--- config.mk ---
export PLATFORM = sky130hd
export DESIGN_NAME = dmem_port
export DESIGN_NICKNAME = d
export VERILOG_FILES = /design/src/rtl/dmem_port_pkg.sv /design/src/rtl/dmem_port_load_extend.sv /design/src/rtl/dmem_port.sv
export SDC_FILE = /design/constraint.sdc
export NUM_CORES = 1
export LEC_CHECK = 0
export CAP_MARGIN = 0
export CORE_MARGIN = 3
export CORE_UTILIZATION = 38
export CTS_CLUSTER_SIZE = 12
export DETAILED_ROUTE_END_ITERATION = 10
export PLACE_DENSITY = 0.85
export SLEW_MARGIN = 10
export SYNTH_ARGS = -nofsm -noshare
export SYNTH_HDL_FRONTEND = slang
export SYNTH_HIERARCHICAL = 1
export SYNTH_SLANG_ARGS = --single-unit
--- constraint.sdc ---
create_clock -name clk -period 2.2 [get_ports clk]
set_input_delay 0.44 -clock clk [delete_from_list [all_inputs] [get_ports clk]]
set_output_delay 0.44 -clock clk [all_outputs]
set_load 0.005 [all_outputs]
--- src/rtl/dmem_port_pkg.sv ---
// Shared core constants: opcodes, ALU ops, load/store sizes, dmem FSM.
// Also the registered request bundle and access legality helpers.
package dmem_port_pkg;

   localparam logic [6:0] OPC_LOAD   = 7'b0000011;
   localparam logic [6:0] OPC_STORE  = 7'b0100011;
   localparam logic [6:0] OPC_OP     = 7'b0110011;
   localparam logic [6:0] OPC_OP_IMM = 7'b0010011;

   typedef enum logic [3:0] {
      ALU_ADD, ALU_SUB, ALU_SLL, ALU_SLT,
      ALU_SLTU, ALU_XOR, ALU_SRL, ALU_SRA,
      ALU_OR, ALU_AND
   } alu_op_t;

   localparam logic [2:0] F3_B  = 3'd0;
   localparam logic [2:0] F3_H  = 3'd1;
   localparam logic [2:0] F3_W  = 3'd2;
   localparam logic [2:0] F3_BU = 3'd4;
   localparam logic [2:0] F3_HU = 3'd5;

   typedef enum logic [1:0] {
      IDLE,
      RD_WAIT,
      RESP
   } state_t;

   typedef struct packed {
      logic [2:0] funct3;
      logic [1:0] off;
   } dmem_req_t;

   function automatic logic f3_legal(
      input logic       is_load,
      input logic [2:0] f3
   );
      logic ok;
      ok = (f3 == F3_B) || (f3 == F3_H) || (f3 == F3_W);
      if (is_load)
         ok = ok || (f3 == F3_BU) || (f3 == F3_HU);
      return ok;
   endfunction

   // Size lives in funct3[1:0]: 0 byte, 1 half, 2 word.
   function automatic logic misaligned(
      input logic [2:0] f3,
      input logic [1:0] off
   );
      return ((f3[1:0] == 2'd1) && off[0]) ||
             ((f3[1:0] == 2'd2) && (off != 2'd0));
   endfunction

endpackage

--- src/rtl/dmem_port_load_extend.sv ---
// Picks the addressed byte/halfword out of a read word and
// sign- or zero-extends it according to the load funct3.
module load_extend
   import dmem_port_pkg::*;
#(
   parameter int DWIDTH = 32
) (
   input  logic [DWIDTH-1:0] word,
   input  logic [1:0]        offset,
   input  logic [2:0]        funct3,
   output logic [DWIDTH-1:0] data
);

   logic [7:0]  byte_sel;
   logic [15:0] half_sel;

   assign byte_sel = word[{offset, 3'b000} +: 8];
   assign half_sel = word[{offset[1], 4'b0000} +: 16];

   always_comb begin
      data = word;
      unique case (funct3)
         F3_B:    data = {{(DWIDTH-8){byte_sel[7]}}, byte_sel};
         F3_H:    data = {{(DWIDTH-16){half_sel[15]}}, half_sel};
         F3_BU:   data = {{(DWIDTH-8){1'b0}}, byte_sel};
         F3_HU:   data = {{(DWIDTH-16){1'b0}}, half_sel};
         default: data = word;
      endcase
   end

endmodule

--- src/rtl/dmem_port.sv ---
// Data memory port: one outstanding load/store against a
// single-cycle-read SRAM, with valid/ready request and response.
module dmem_port
   import dmem_port_pkg::*;
#(
   parameter int DWIDTH = 32,
   parameter int AWIDTH = 32
) (
   input  logic              clk,
   input  logic              reset,
   input  logic              req_valid_i,
   output logic              req_ready_o,
   input  logic              memren_i,
   input  logic              memwren_i,
   input  logic [2:0]        funct3_i,
   input  logic [AWIDTH-1:0] addr_i,
   input  logic [DWIDTH-1:0] wdata_i,
   output logic              rsp_valid_o,
   input  logic              rsp_ready_i,
   output logic [DWIDTH-1:0] rdata_o,
   output logic              err_o,
   output logic              sram_en_o,
   output logic [3:0]        sram_we_o,
   output logic [AWIDTH-3:0] sram_addr_o,
   output logic [DWIDTH-1:0] sram_wdata_o,
   input  logic [DWIDTH-1:0] sram_rdata_i
);

   state_t            state_q;
   state_t            state_d;
   dmem_req_t         req_q;
   logic [DWIDTH-1:0] rdata_q;
   logic              err_q;
   logic              accept;
   logic              bad;
   logic              go;
   logic [DWIDTH-1:0] ext_data;

   // Nothing is accepted while reset is held, so no SRAM
   // access can leak out during reset.
   assign req_ready_o = (state_q == IDLE) && !reset;
   assign accept = req_ready_o && req_valid_i &&
                   (memren_i || memwren_i);

   assign bad = (memren_i && memwren_i) ||
                !f3_legal(memren_i, funct3_i) ||
                misaligned(funct3_i, addr_i[1:0]);
   assign go = accept && !bad;

   assign rsp_valid_o = (state_q == RESP);
   assign rdata_o     = rdata_q;
   assign err_o       = err_q;

   always_comb begin
      sram_en_o    = 1'b0;
      sram_we_o    = 4'b0000;
      sram_addr_o  = '0;
      sram_wdata_o = '0;
      if (go) begin
         sram_en_o   = 1'b1;
         sram_addr_o = addr_i[AWIDTH-1:2];
         if (memwren_i) begin
            unique case (1'b1)
               (funct3_i == F3_B): begin
                  sram_we_o    = 4'b0001 << addr_i[1:0];
                  sram_wdata_o = {(DWIDTH/8){wdata_i[7:0]}};
               end
               (funct3_i == F3_H): begin
                  sram_we_o    = 4'b0011 << addr_i[1:0];
                  sram_wdata_o = {(DWIDTH/16){wdata_i[15:0]}};
               end
               default: begin
                  sram_we_o    = 4'b1111;
                  sram_wdata_o = wdata_i;
               end
            endcase
         end
      end
   end

   always_comb begin
      state_d = state_q;
      unique case (state_q)
         IDLE: begin
            if (accept)
               state_d = (go && memren_i) ? RD_WAIT : RESP;
         end
         RD_WAIT: state_d = RESP;
         RESP: begin
            if (rsp_ready_i)
               state_d = IDLE;
         end
         default: state_d = IDLE;
      endcase
   end

   load_extend #(
      .DWIDTH(DWIDTH)
   ) u_ext (
      .word  (sram_rdata_i),
      .offset(req_q.off),
      .funct3(req_q.funct3),
      .data  (ext_data)
   );

   always_ff @(posedge clk or posedge reset) begin
      if (reset) begin
         state_q <= IDLE;
         req_q   <= '0;
         rdata_q <= '0;
         err_q   <= 1'b0;
      end else begin
         state_q <= state_d;
         if (accept) begin
            req_q.funct3 <= funct3_i;
            req_q.off    <= addr_i[1:0];
            rdata_q      <= '0;
            err_q        <= bad;
         end else if (state_q == RD_WAIT) begin
            rdata_q <= ext_data;
         end
      end
   end

endmodule

==> results.cfg <==
[sta]
fmax_mhz = 418
min_period_over_period = 1.09
rsz0062_at_grt = true
skew_ns = 0.00524
slew_headroom = 0.628
fin_ws_ns = -0.195
finalMaxSlewViolations = 0
final_hold_viol_count = 0
setup_viol = 61
holdWs_ns = 0.524
post-route-min-period_ns = 2.39
worst_pin_slew_ns = 0.557

[routing]
wl_um = 15100
avgViaCountPerCell = 5.52
dr_total_vias = 4508
ant_nets = 0
wl_per_cell_um = 18.5
drc = 0
drtIter0Drc = 318
firstDrtPassIters = 7

[worst_setup_path]
path_max_fanout = 5
cpPeakStageDelay_ns = 0.41
crit_buf_inv = 2
slowest_stage = dfrtp_1
required_ns = 1.76
critical-path-top-delay-family = simple AND/OR/NAND/NOR gates
worst-setup-path-type = reg -> out
cp-start-kind = flop
cp-startpoint = state_q[0]
r2r-start = state_q[0]
arrival_ns = 1.95
crit_chain = nor4b_4 -> o21a_2 -> and3_4 -> buf_6 -> and3_1 -> buf_2
end_kind = output port

[finish]
final_cell_mix = clkdlybuf4s50_1, nand2_1, buf_4, buf_6, a21oi_1
ff_latch_area_um2 = 1000
diodes = 0
fin_nets = 815
area_growth_pct = 90.0
fillers = 575
layout.cells.non_filler = 816
multiInputGateArea_um2 = 2460
drive_above_1_share = 0.346
final_common_cell = clkdlybuf4s50_1

[clock_tree]
cts_made_buffers = 5
cts_buffer_depth = 2
cts_tree = yes
root_buffer = clkbuf_8
cts_htree_levels = 2
cts_num_sinks = 40
clk_pin_slew_ns = 0.08
clock_latency_ns = 0.29

[die]
coreArea_um2 = 8340
initial_core_util = 0.396
ios = 207
die_x_um = 99.3
die_h_um = 99.3
num_rows = 33
dieArea_um2 = 9850

[place]
hpwl_um = 9770
place_inst = 766
io_buffers = 206
routabilityCongestion = 0.878

[yosys]
syn_area_um2 = 3300
yosys.area.top_type = dfrtp_1
postSynthAreaPerCell_um2 = 7.34
syn_inst = 450
synth_cell_types = 38
syn_nets = 555
synth_edf_count = 0
ys.flop_type = dfrtp_1
ys_seq_area_frac = 0.303
yosysWarnings = 6
synth_top_cell_area_share = 0.303
synth-seq-cells = 40
async_flop_share = 1.00
synth_area_leaders = dfrtp_1, nand2_1, a21oi_1

[global_routing]
grt_first_pass_wirelength_um = 22700
grt_pass1_vias = 4590
antenna_found_initial = 0
grt.overflow.total = 0
grt_max_degree = 41
gr-usage-all-layers = 0.283

[status]
violations = negative setup slack
status = finished with violations

[power_and_ir_drop]
p_leak_nw = 2.88
powerDensity_nw_per_um2 = 461
power_mw = 2.89
ir_drop_mv = 0.285

[run]
maxCapViolCount = 0

[hold_path]
hold_class = in -> async
[repair_timing]
item / 4_1_cts / 5_1_grt
setup endpoints to repair: 67 / 67
hold buffers: 0 / 0
buffers inserted: 24 / 7
resized for setup: 376 / 45
endpoints found under the hold margin: 0 / 0
cloned: 11 / 0
pin swaps: 56 / 13
[layout make-up]
cell class / instances / share of cell area
Clock inverter: 2 / 0.00558
Multi-Input combinational cell: 373 / 0.391
Timing Repair Buffer: 287 / 0.409
Clock buffer: 6 / 0.0116
Tap cell: 105 / 0.0209
Inverter: 3 / 0.00179
Sequential cell: 40 / 0.159
[metal layers]
layer | GRT usage | vias to the layer above | part of all wire
met5 | 0 | - | 0
met4 | 0.119 | 0 | 0.041
met3 | 0.0575 | 52 | 0.068
met2 | 0.517 | 237 | 0.51
met1 | 0.318 | 2159 | 0.38
li1 | - | 2060 | -
[final timing paths]
path                              endpoint  slack (ns)  depth (start not counted)
setup / recovery           sram_wdata_o[7]       -0.19                          6
hold / removal                 rdata_o[25]        0.52                          4
setup reg to reg                  req_q[1]        0.10                          6
hold reg to reg                 rdata_o[4]        0.53                          2
max in group asynchronous       rdata_o[6]        1.33                          4
min in group clk                rdata_o[4]        0.53                          2
[cells by family (layout without fill, tap and decap cells)]
| group | count (synthesis) | in the layout | share of synthesized area |
|---|---|---|---|
| AO/OA/AOI/OAI | 95 | 96 | 0.200 |
| XOR/XNOR | 1 | 1 | 0.00492 |
| buffers and inverters | 45 | 298 | 0.0731 |
| flip-flops | 40 | 40 | 0.303 |
| multiplexers | 21 | 21 | 0.0697 |
| AND/OR/NAND/NOR | 248 | 255 | 0.350 |
[synthesized netlist by cell type, types with 2 or more instances]
cell type and instances:
a21oi_1 53, a221o_1 9, a22o_1 9, a22oi_2 2, and2_1 32, and3_1 9
buf_1 4, buf_2 10, buf_4 4, buf_6 6, clkbuf_1 18, dfrtp_1 40
inv_1 3, mux2_2 6, mux2i_1 14, nand2_1 121, nand2b_1 3, nand3_1 9
nand3b_1 9, nor2_1 45, nor2b_1 10, nor3_1 2, o21ai_0 2, o221ai_1 8
o22a_1 8, or2_1 2
[report_power, final]
group | switching (mW) | leakage [nW] | total [mW] | internal [mW]
Sequential | 0.0631 | 0.539 | 0.871 | 0.808
Clock | 0.257 | 0.0552 | 0.594 | 0.337
Combinational | 0.667 | 2.29 | 1.43 | 0.760
[registers in the layout, summed over array words and instances, names as in the netlist]
signal,cells
req_q,5
rdata_o,32
err_o,1
state_q,2
[worst register-to-register path: cells and delay by family, from the launching register on]
family / cells / cell delay [ns]
compound gates: 1 / 0.19
buf+inv: 3 / 0.68
flops: 1 / 0.41
mux: 1 / 0.39
simple gates: 1 / 0.33
[stage by stage]
stage                     utilization  worst slack [ns]  area, µm²  TNS (ns)
after CTS                       0.728            -0.124       6070     -2.21
after floorplan                     -             0.315       3300         0
after global routing            0.753            -0.264       6280     -9.50
after global placement          0.674            -0.755       5620    -47.55
final                           0.753            -0.195       6280     -5.05
after detailed placement        0.674            -0.841       5620    -51.37
Power figures use the tool's default switching activity.
